`src/rtl/aw_split_ctrl_if.sv`:
```
// AW/B handshake bundle between the master selector, the burst-split controller and the slave port.
// The slave modport is the controller's view; the master modport is the surrounding fabric's view.
interface aw_split_ctrl_if #(
    parameter int AXI4_Aw_len = 8
);
    logic                   M_awvalid;
    logic [AXI4_Aw_len-1:0] M_awlen;
    logic                   M_awready;
    logic                   Load_The_Original_Signals;
    logic                   Token;
    logic                   Burst_Out;
    logic                   S_awready;
    logic                   S_bvalid;
    logic [1:0]             S_bresp;
    logic                   S_bready;
    logic                   M_bvalid;
    logic [1:0]             M_bresp;
    logic                   M_bready;

    modport slave (
        input  M_awvalid, M_awlen, S_awready, S_bvalid, S_bresp, M_bready,
        output M_awready, Load_The_Original_Signals, Token, Burst_Out, S_bready, M_bvalid, M_bresp
    );

    modport master (
        output M_awvalid, M_awlen, S_awready, S_bvalid, S_bresp, M_bready,
        input  M_awready, Load_The_Original_Signals, Token, Burst_Out, S_bready, M_bvalid, M_bresp
    );
endinterface

```
`src/rtl/aw_split_ctrl.sv`:
```
// Splits one AXI4 AW burst into 16-beat sub-bursts and merges their B responses (worst resp wins).
// Optional B-response watchdog enabled by defining AW_SPLIT_WDOG_EN.
module aw_split_ctrl #(
    parameter int AXI4_Aw_len = 8,
    parameter int WDOG_CYCLES = 256
) (
    input  logic              ACLK,
    input  logic              ARESETN,
    aw_split_ctrl_if.slave    bus,
    output logic [2:0]        state_dbg
);
    // Handshakes: a transfer happens on any rising edge where valid and ready are both 1;
    // Token is the sub-burst valid and holds until S_awready, M_bvalid holds until M_bready.
    typedef enum logic [2:0] {
        IDLE   = 3'd0,
        LOAD   = 3'd1,
        ISSUE  = 3'd2,
        WAIT_B = 3'd3,
        RESP   = 3'd4
    } state_t;

    state_t     state, state_nxt;
    logic [4:0] issue_cnt;
    logic [4:0] out_cnt, out_cnt_nxt;
    logic [1:0] resp_acc;
    logic       burst_fire, b_ready, b_hs, b_take, wdog_fire;

    assign burst_fire = (state == ISSUE) & bus.S_awready;
    assign b_ready    = (state == ISSUE) | (state == WAIT_B);
    assign b_hs       = bus.S_bvalid & b_ready;
    // A response with nothing outstanding is dropped so out_cnt can never wrap
    assign b_take     = b_hs & (out_cnt != 5'd0);
    assign state_dbg  = state;

    always_comb begin
        out_cnt_nxt = out_cnt;
        if (burst_fire && !b_take)
            out_cnt_nxt = out_cnt + 5'd1;
        else if (!burst_fire && b_take)
            out_cnt_nxt = out_cnt - 5'd1;
    end

`ifdef AW_SPLIT_WDOG_EN
    localparam int WW = $clog2(WDOG_CYCLES + 1);
    logic [WW-1:0] wdog_cnt;

    always_ff @(posedge ACLK) begin
        if (!ARESETN || state != WAIT_B || b_hs)
            wdog_cnt <= '0;
        else
            wdog_cnt <= wdog_cnt + 1'b1;
    end

    assign wdog_fire = (state == WAIT_B) && !b_hs && (wdog_cnt == WW'(WDOG_CYCLES - 1));
`else
    // Limit is meaningless without the watchdog; WAIT_B simply waits
    assign wdog_fire = (WDOG_CYCLES < 0);
`endif

    always_ff @(posedge ACLK) begin
        if (!ARESETN) begin
            state     <= IDLE;
            issue_cnt <= 5'd0;
            out_cnt   <= 5'd0;
            resp_acc  <= 2'b00;
        end else begin
            state <= state_nxt;
            if (state == LOAD) begin
                issue_cnt <= 5'(bus.M_awlen >> 4) + 5'd1;
                out_cnt   <= 5'd0;
                resp_acc  <= 2'b00;
            end else begin
                if (burst_fire)
                    issue_cnt <= issue_cnt - 5'd1;
                out_cnt <= out_cnt_nxt;
                if (b_take && (bus.S_bresp > resp_acc))
                    resp_acc <= bus.S_bresp;
                if (wdog_fire) begin
                    out_cnt  <= 5'd0;
                    resp_acc <= 2'b10;
                end
            end
        end
    end

    always_comb begin
        state_nxt                     = state;
        bus.M_awready                 = 1'b0;
        bus.Load_The_Original_Signals = 1'b0;
        bus.Token                     = 1'b0;
        bus.Burst_Out                 = 1'b0;
        bus.S_bready                  = 1'b0;
        bus.M_bvalid                  = 1'b0;
        bus.M_bresp                   = 2'b00;
        unique case (state)
            IDLE: begin
                if (bus.M_awvalid)
                    state_nxt = LOAD;
            end
            LOAD: begin
                bus.M_awready                 = 1'b1;
                bus.Load_The_Original_Signals = 1'b1;
                state_nxt                     = ISSUE;
            end
            ISSUE: begin
                bus.Token     = 1'b1;
                bus.Burst_Out = burst_fire;
                bus.S_bready  = 1'b1;
                if (burst_fire && issue_cnt == 5'd1)
                    state_nxt = WAIT_B;
            end
            WAIT_B: begin
                bus.S_bready = 1'b1;
                if ((issue_cnt == 5'd0 && out_cnt_nxt == 5'd0) || wdog_fire)
                    state_nxt = RESP;
            end
            RESP: begin
                bus.M_bvalid = 1'b1;
                bus.M_bresp  = resp_acc;
                if (bus.M_bready)
                    state_nxt = IDLE;
            end
            default: state_nxt = IDLE;
        endcase
    end
endmodule
```
`src/flat_wrapper.sv`:
```
// flat-port wrapper written by rule: the top's interface ports become plain ports
module aw_split_ctrl_flat 
#(
    parameter int AXI4_Aw_len = 8,
    parameter int WDOG_CYCLES = 256
)
  (ACLK, ARESETN, state_dbg, bus_M_awvalid, bus_M_awlen, bus_S_awready, bus_S_bvalid, bus_S_bresp, bus_M_bready, bus_M_awready, bus_Load_The_Original_Signals, bus_Token, bus_Burst_Out, bus_S_bready, bus_M_bvalid, bus_M_bresp);
  aw_split_ctrl_if #(.AXI4_Aw_len(AXI4_Aw_len)) bus_i ();
  input  logic ACLK;
  input  logic ARESETN;
  output logic [2:0] state_dbg;
  input wire logic [$bits(bus_i.M_awvalid)-1:0] bus_M_awvalid;
  input wire logic [$bits(bus_i.M_awlen)-1:0] bus_M_awlen;
  input wire logic [$bits(bus_i.S_awready)-1:0] bus_S_awready;
  input wire logic [$bits(bus_i.S_bvalid)-1:0] bus_S_bvalid;
  input wire logic [$bits(bus_i.S_bresp)-1:0] bus_S_bresp;
  input wire logic [$bits(bus_i.M_bready)-1:0] bus_M_bready;
  output wire logic [$bits(bus_i.M_awready)-1:0] bus_M_awready;
  output wire logic [$bits(bus_i.Load_The_Original_Signals)-1:0] bus_Load_The_Original_Signals;
  output wire logic [$bits(bus_i.Token)-1:0] bus_Token;
  output wire logic [$bits(bus_i.Burst_Out)-1:0] bus_Burst_Out;
  output wire logic [$bits(bus_i.S_bready)-1:0] bus_S_bready;
  output wire logic [$bits(bus_i.M_bvalid)-1:0] bus_M_bvalid;
  output wire logic [$bits(bus_i.M_bresp)-1:0] bus_M_bresp;
  assign bus_i.M_awvalid = bus_M_awvalid;
  assign bus_i.M_awlen = bus_M_awlen;
  assign bus_i.S_awready = bus_S_awready;
  assign bus_i.S_bvalid = bus_S_bvalid;
  assign bus_i.S_bresp = bus_S_bresp;
  assign bus_i.M_bready = bus_M_bready;
  assign bus_M_awready = bus_i.M_awready;
  assign bus_Load_The_Original_Signals = bus_i.Load_The_Original_Signals;
  assign bus_Token = bus_i.Token;
  assign bus_Burst_Out = bus_i.Burst_Out;
  assign bus_S_bready = bus_i.S_bready;
  assign bus_M_bvalid = bus_i.M_bvalid;
  assign bus_M_bresp = bus_i.M_bresp;
  aw_split_ctrl #(.AXI4_Aw_len(AXI4_Aw_len), .WDOG_CYCLES(WDOG_CYCLES)) u_core (.ACLK(ACLK), .ARESETN(ARESETN), .bus(bus_i), .state_dbg(state_dbg));
endmodule
```
`config.mk`:
```
export PLATFORM = sky130hd
export DESIGN_NAME = aw_split_ctrl_flat
export DESIGN_NICKNAME = d
export VERILOG_FILES = /design/src/rtl/aw_split_ctrl_if.sv /design/src/rtl/aw_split_ctrl.sv /design/src/flat_wrapper.sv
export SDC_FILE = /design/constraint.sdc
export NUM_CORES = 1
export LEC_CHECK = 0
export CELL_PAD_IN_SITES_DETAIL_PLACEMENT = 1
export CELL_PAD_IN_SITES_GLOBAL_PLACEMENT = 1
export CORE_MARGIN = 2
export CORE_UTILIZATION = 38
export CTS_BUF_LIST = sky130_fd_sc_hd__clkbuf_4 sky130_fd_sc_hd__clkbuf_8
export CTS_CLUSTER_SIZE = 25
export DETAILED_ROUTE_END_ITERATION = 10
export PLACE_DENSITY_LB_ADDON = 0.1
export SYNTH_ARGS = -nofsm -noshare
export SYNTH_HDL_FRONTEND = slang
export SYNTH_SLANG_ARGS = --single-unit
```
`constraint.sdc`:
```
create_clock -name ACLK -period 2.6 [get_ports ACLK]
set_input_delay 0.39 -clock ACLK [delete_from_list [all_inputs] [get_ports ACLK]]
set_output_delay 0.39 -clock ACLK [all_outputs]
set_load 0.1 [all_outputs]
```
==> impl_metrics.py, run 1 <==
metrics = {
    "synth": {
        "synth_top_family_by_area": "simple AND/OR/NAND/NOR gates",
        "ys.flop_type": "dfxtp_1",
        "yosysSeqAreaShare_pct": 26.2,
        "ys_types": 47,
        "synth-edff-count": 0,
        "synth_nets": 155,
        "synthTopCellsByCount": "dfxtp_1, inv_1, nand2_1",
        "synth_fa_ha_area_share_pct": 8.72,
        "ys.warnings.count": 0,
        "synth_xor_area_share_pct": 6.87,
        "yosys.area_share.simple_pct": 28.8,
        "synth_area_leaders": "dfxtp_1, ha_1, inv_1",
        "yosys.cell_count.top_type": "dfxtp_1",
        "synthArstFlopShare_pct": 0,
        "netlist_area_um2": 1150,
        "synth.avg_cell_area_um2": 8.76,
        "syn_inst": 131,
        "yosys_register_bits": 15,
        "synth_compound_area_share_pct": 19.5,
        "synth_mux_area_share_pct": 1.74,
        "yosysTopAreaCell": "dfxtp_1",
        "synth_top_area_share_pct": 26.2,
    },
    "sta": {
        "worst_slew_pin_slew_ns": 0.707,
        "hold_violations": 0,
        "grt_setup_unrepaired": "false",
        "finClkSkew_ns": 0.000604,
        "finalCritPeriodShare_pct": 89.4,
        "slew_headroom_pct": 52.8,
        "slew_viol_final": 0,
        "final.min_clock_period_ns": 2.32,
        "tns_ns": 0,
        "setup_slack_ns": 0.276,
        "finalSetupViolCount": 0,
        "timing.hold.ws_ns": 0.522,
        "fmax_ghz": 0.430,
    },
    "clock_tree": {
        "clkSlewWorstSetupHoldPaths_ns": 0.10,
        "cts_tree": "built",
        "postCtsSetupRepairBufs": 0,
        "holdBufCountCts": 0,
        "clkSinkCount": 15,
        "cts.htree.levels": 1,
        "numCtsBuffers": 3,
        "cts_buffer_depth": 2,
        "cts.repair.resized": 0,
        "clk_latency_ns": 0.29,
        "cts_root_buffer": "clkbuf_4",
    },
    "detailed_routing": {
        "antenna_left": 0,
        "drt_iter0_markers": 18,
        "vias_per_cell": 5.42,
        "vias": 1014,
        "drtPass1Iterations": 7,
        "drc_errors": 1,
        "wire_per_inst_um": 14.8,
        "wl_um": 2760,
    },
    "power_and_ir_drop": {
        "power.total_uw": 842,
        "cellPowerDensity_nw_per_um2": 569,
        "vdd_drop_max_uv": 270,
        "p_leak_uw": 0.000614,
    },
    "cells_and_area": {
        "finalNetCount": 181,
        "drive_gt1_share_pct": 23.7,
        "stdcell_count": 187,
        "fillers": 333,
        "syn_to_final_growth_pct": 28.9,
        "antenna_cells": 0,
    },
    "floorplanning": {
        "rows": 19,
        "die_area_um2": 3480,
        "fp.dieW_um": 59.0,
        "coreArea_um2": 2810,
        "ios": 27,
        "initial_utilization_pct": 40.9,
        "fp.dieH_um": 59.0,
    },
    "run": {
        "max_cap_viol_count": 0,
    },
    "worst_setup_path": {
        "r2r-end": "u_core.state_dbg[2]$_SDFFE_PN0P_",
        "r2r_setup_slack_ns": 0.28,
        "start_kind": "flip-flop",
        "crit_start": "u_core.out_cnt[0]$_SDFF_PP0_",
        "end_kind": "flip-flop",
        "r2r_start": "u_core.out_cnt[0]$_SDFF_PP0_",
        "crit_fanout": 4,
        "required_ns": 2.83,
        "r2r_cells": 8,
        "critPathCapture": "u_core.state_dbg[2]$_SDFFE_PN0P_",
        "critPathArrivalTime_ns": 2.56,
        "criticalPathCategory": "flip-flop to flip-flop",
    },
    "grt": {
        "grt_usage_pct": 18.2,
        "antenna_found_initial": 0,
        "grt_pass1_wl_um": 4860,
        "grt_max_degree": 14,
        "grt-ovfl-total": 0,
        "grt_pass1_vias": 1055,
    },
    "placed_design": {
        "io_buffers": 22,
        "place_congestion": 0.769,
        "dp_cells": 183,
        "dp_slack_ns": -0.00371,
        "dpl.hpwl_um": 2210,
    },
    "status": {
        "violations": "DRC",
        "status": "finished, violations left",
    },
    "worst_hold_path": {
        "min_path_type": "flip-flop to flip-flop",
    },
}
cell type report:
class,instances,area [um^2],share of cell area (%)
Inverter,13,52.6,3.55
Clock buffer,4,30.0,2.03
Multi-Input combinational cell,97,781,52.8
Timing Repair Buffer,27,268,18.1
Sequential cell,15,309,20.9
Tap cell,31,38.8,2.62
registers in the layout, indices dropped and copies added (netlist names):
register	count
u_core.issue_cnt	5
u_core.out_cnt	5
u_core.state_dbg	3
u_core.resp_acc	2
logic make-up (layout without fill, tap and decap cells):
family	after synthesis	count (layout)
simple gates	51	51
fa+ha+maj	8	8
compound gates	27	27
mux	2	2
xor+xnor	9	9
flops	15	15
buf+inv	19	44
metal layers:
| metal | GRT usage [%] | routed length (um) | vias to the layer above |
|---|---|---|---|
| li1 | - | - | 513 |
| met1 | 24.3 | 1320 | 479 |
| met2 | 29.5 | 1310 | 20 |
| met3 | 5.05 | 108 | 2 |
| met4 | 3.25 | 16 | 0 |
| met5 | 0 | 0 | - |
report_power, final:
group / internal [uW] / total [uW] / switching (uW) / leakage [uW]
Combinational: 156 / 405 / 249 / 0.000472
Sequential: 251 / 284 / 33.6 / 0.000124
Clock: 70.1 / 152 / 82.2 / 0.0000184
Total: 477 / 842 / 364 / 0.000614
metrics by stage:
stage / util (%) / cell area (um^2)
floorplan: - / 1190
global placement: 51.7 / 1450
detailed placement: 51.7 / 1450
CTS: 52.7 / 1480
global route: 52.7 / 1480
finish: 52.7 / 1480
how the worst min path moves through the flow:
| stage | to | depth (start not counted) | startpoint | slack, ns |
|---|---|---|---|---|
| floorplan | u_core.resp_acc[1]$_SDFFE_PP0P_ | 2 | u_core.resp_acc[1]$_SDFFE_PP0P_ | 0.46 |
| global placement | u_core.resp_acc[1]$_SDFFE_PP0P_ | 2 | u_core.resp_acc[1]$_SDFFE_PP0P_ | 0.48 |
| detailed placement | u_core.resp_acc[1]$_SDFFE_PP0P_ | 2 | u_core.resp_acc[1]$_SDFFE_PP0P_ | 0.51 |
| CTS | u_core.resp_acc[1]$_SDFFE_PP0P_ | 2 | u_core.resp_acc[1]$_SDFFE_PP0P_ | 0.53 |
| global route | u_core.resp_acc[1]$_SDFFE_PP0P_ | 2 | u_core.resp_acc[1]$_SDFFE_PP0P_ | 0.59 |
| finish | u_core.resp_acc[1]$_SDFFE_PP0P_ | 2 | u_core.resp_acc[1]$_SDFFE_PP0P_ | 0.52 |
layout by cell type, fill, tap and decap left out, types with 2 or more instances in the layout:
cell type,instances
buf_4,13
dfxtp_1,12
inv_1,11
clkdlybuf4s50_1,11
nand2_1,10
ha_1,8
nor2_1,7
xnor2_1,5
xor2_1,4
o211a_1,4
nor2b_1,4
nand3_1,4
nor3_1,4
a21oi_1,4
clkbuf_4,4
a211oi_1,3
buf_12,3
nor3b_1,2
or3_1,2
o21ai_1,2
and2_1,2
nand2b_1,2
nor4b_1,2
o21ai_0,2
mux2i_1,2
dfxtp_4,2
critical path, cell delays in order, from the launching register on:
cell and delay [ns]:
dfxtp_1 0.38, inv_1 0.08, ha_1 0.25, or4b_4 0.24, nand4_2 0.15, a211oi_1 0.44, o21ai_2 0.13, nor4_2 0.41
a31o_1 0.19
Power figures use the tool's default switching activity.
==> run 2: changes to the inputs <==
Settings changed: CTS_CLUSTER_DIAMETER set to 100.
==> results of run 2 <==
Final layout, timing and power as in run 1 (identical DEF).
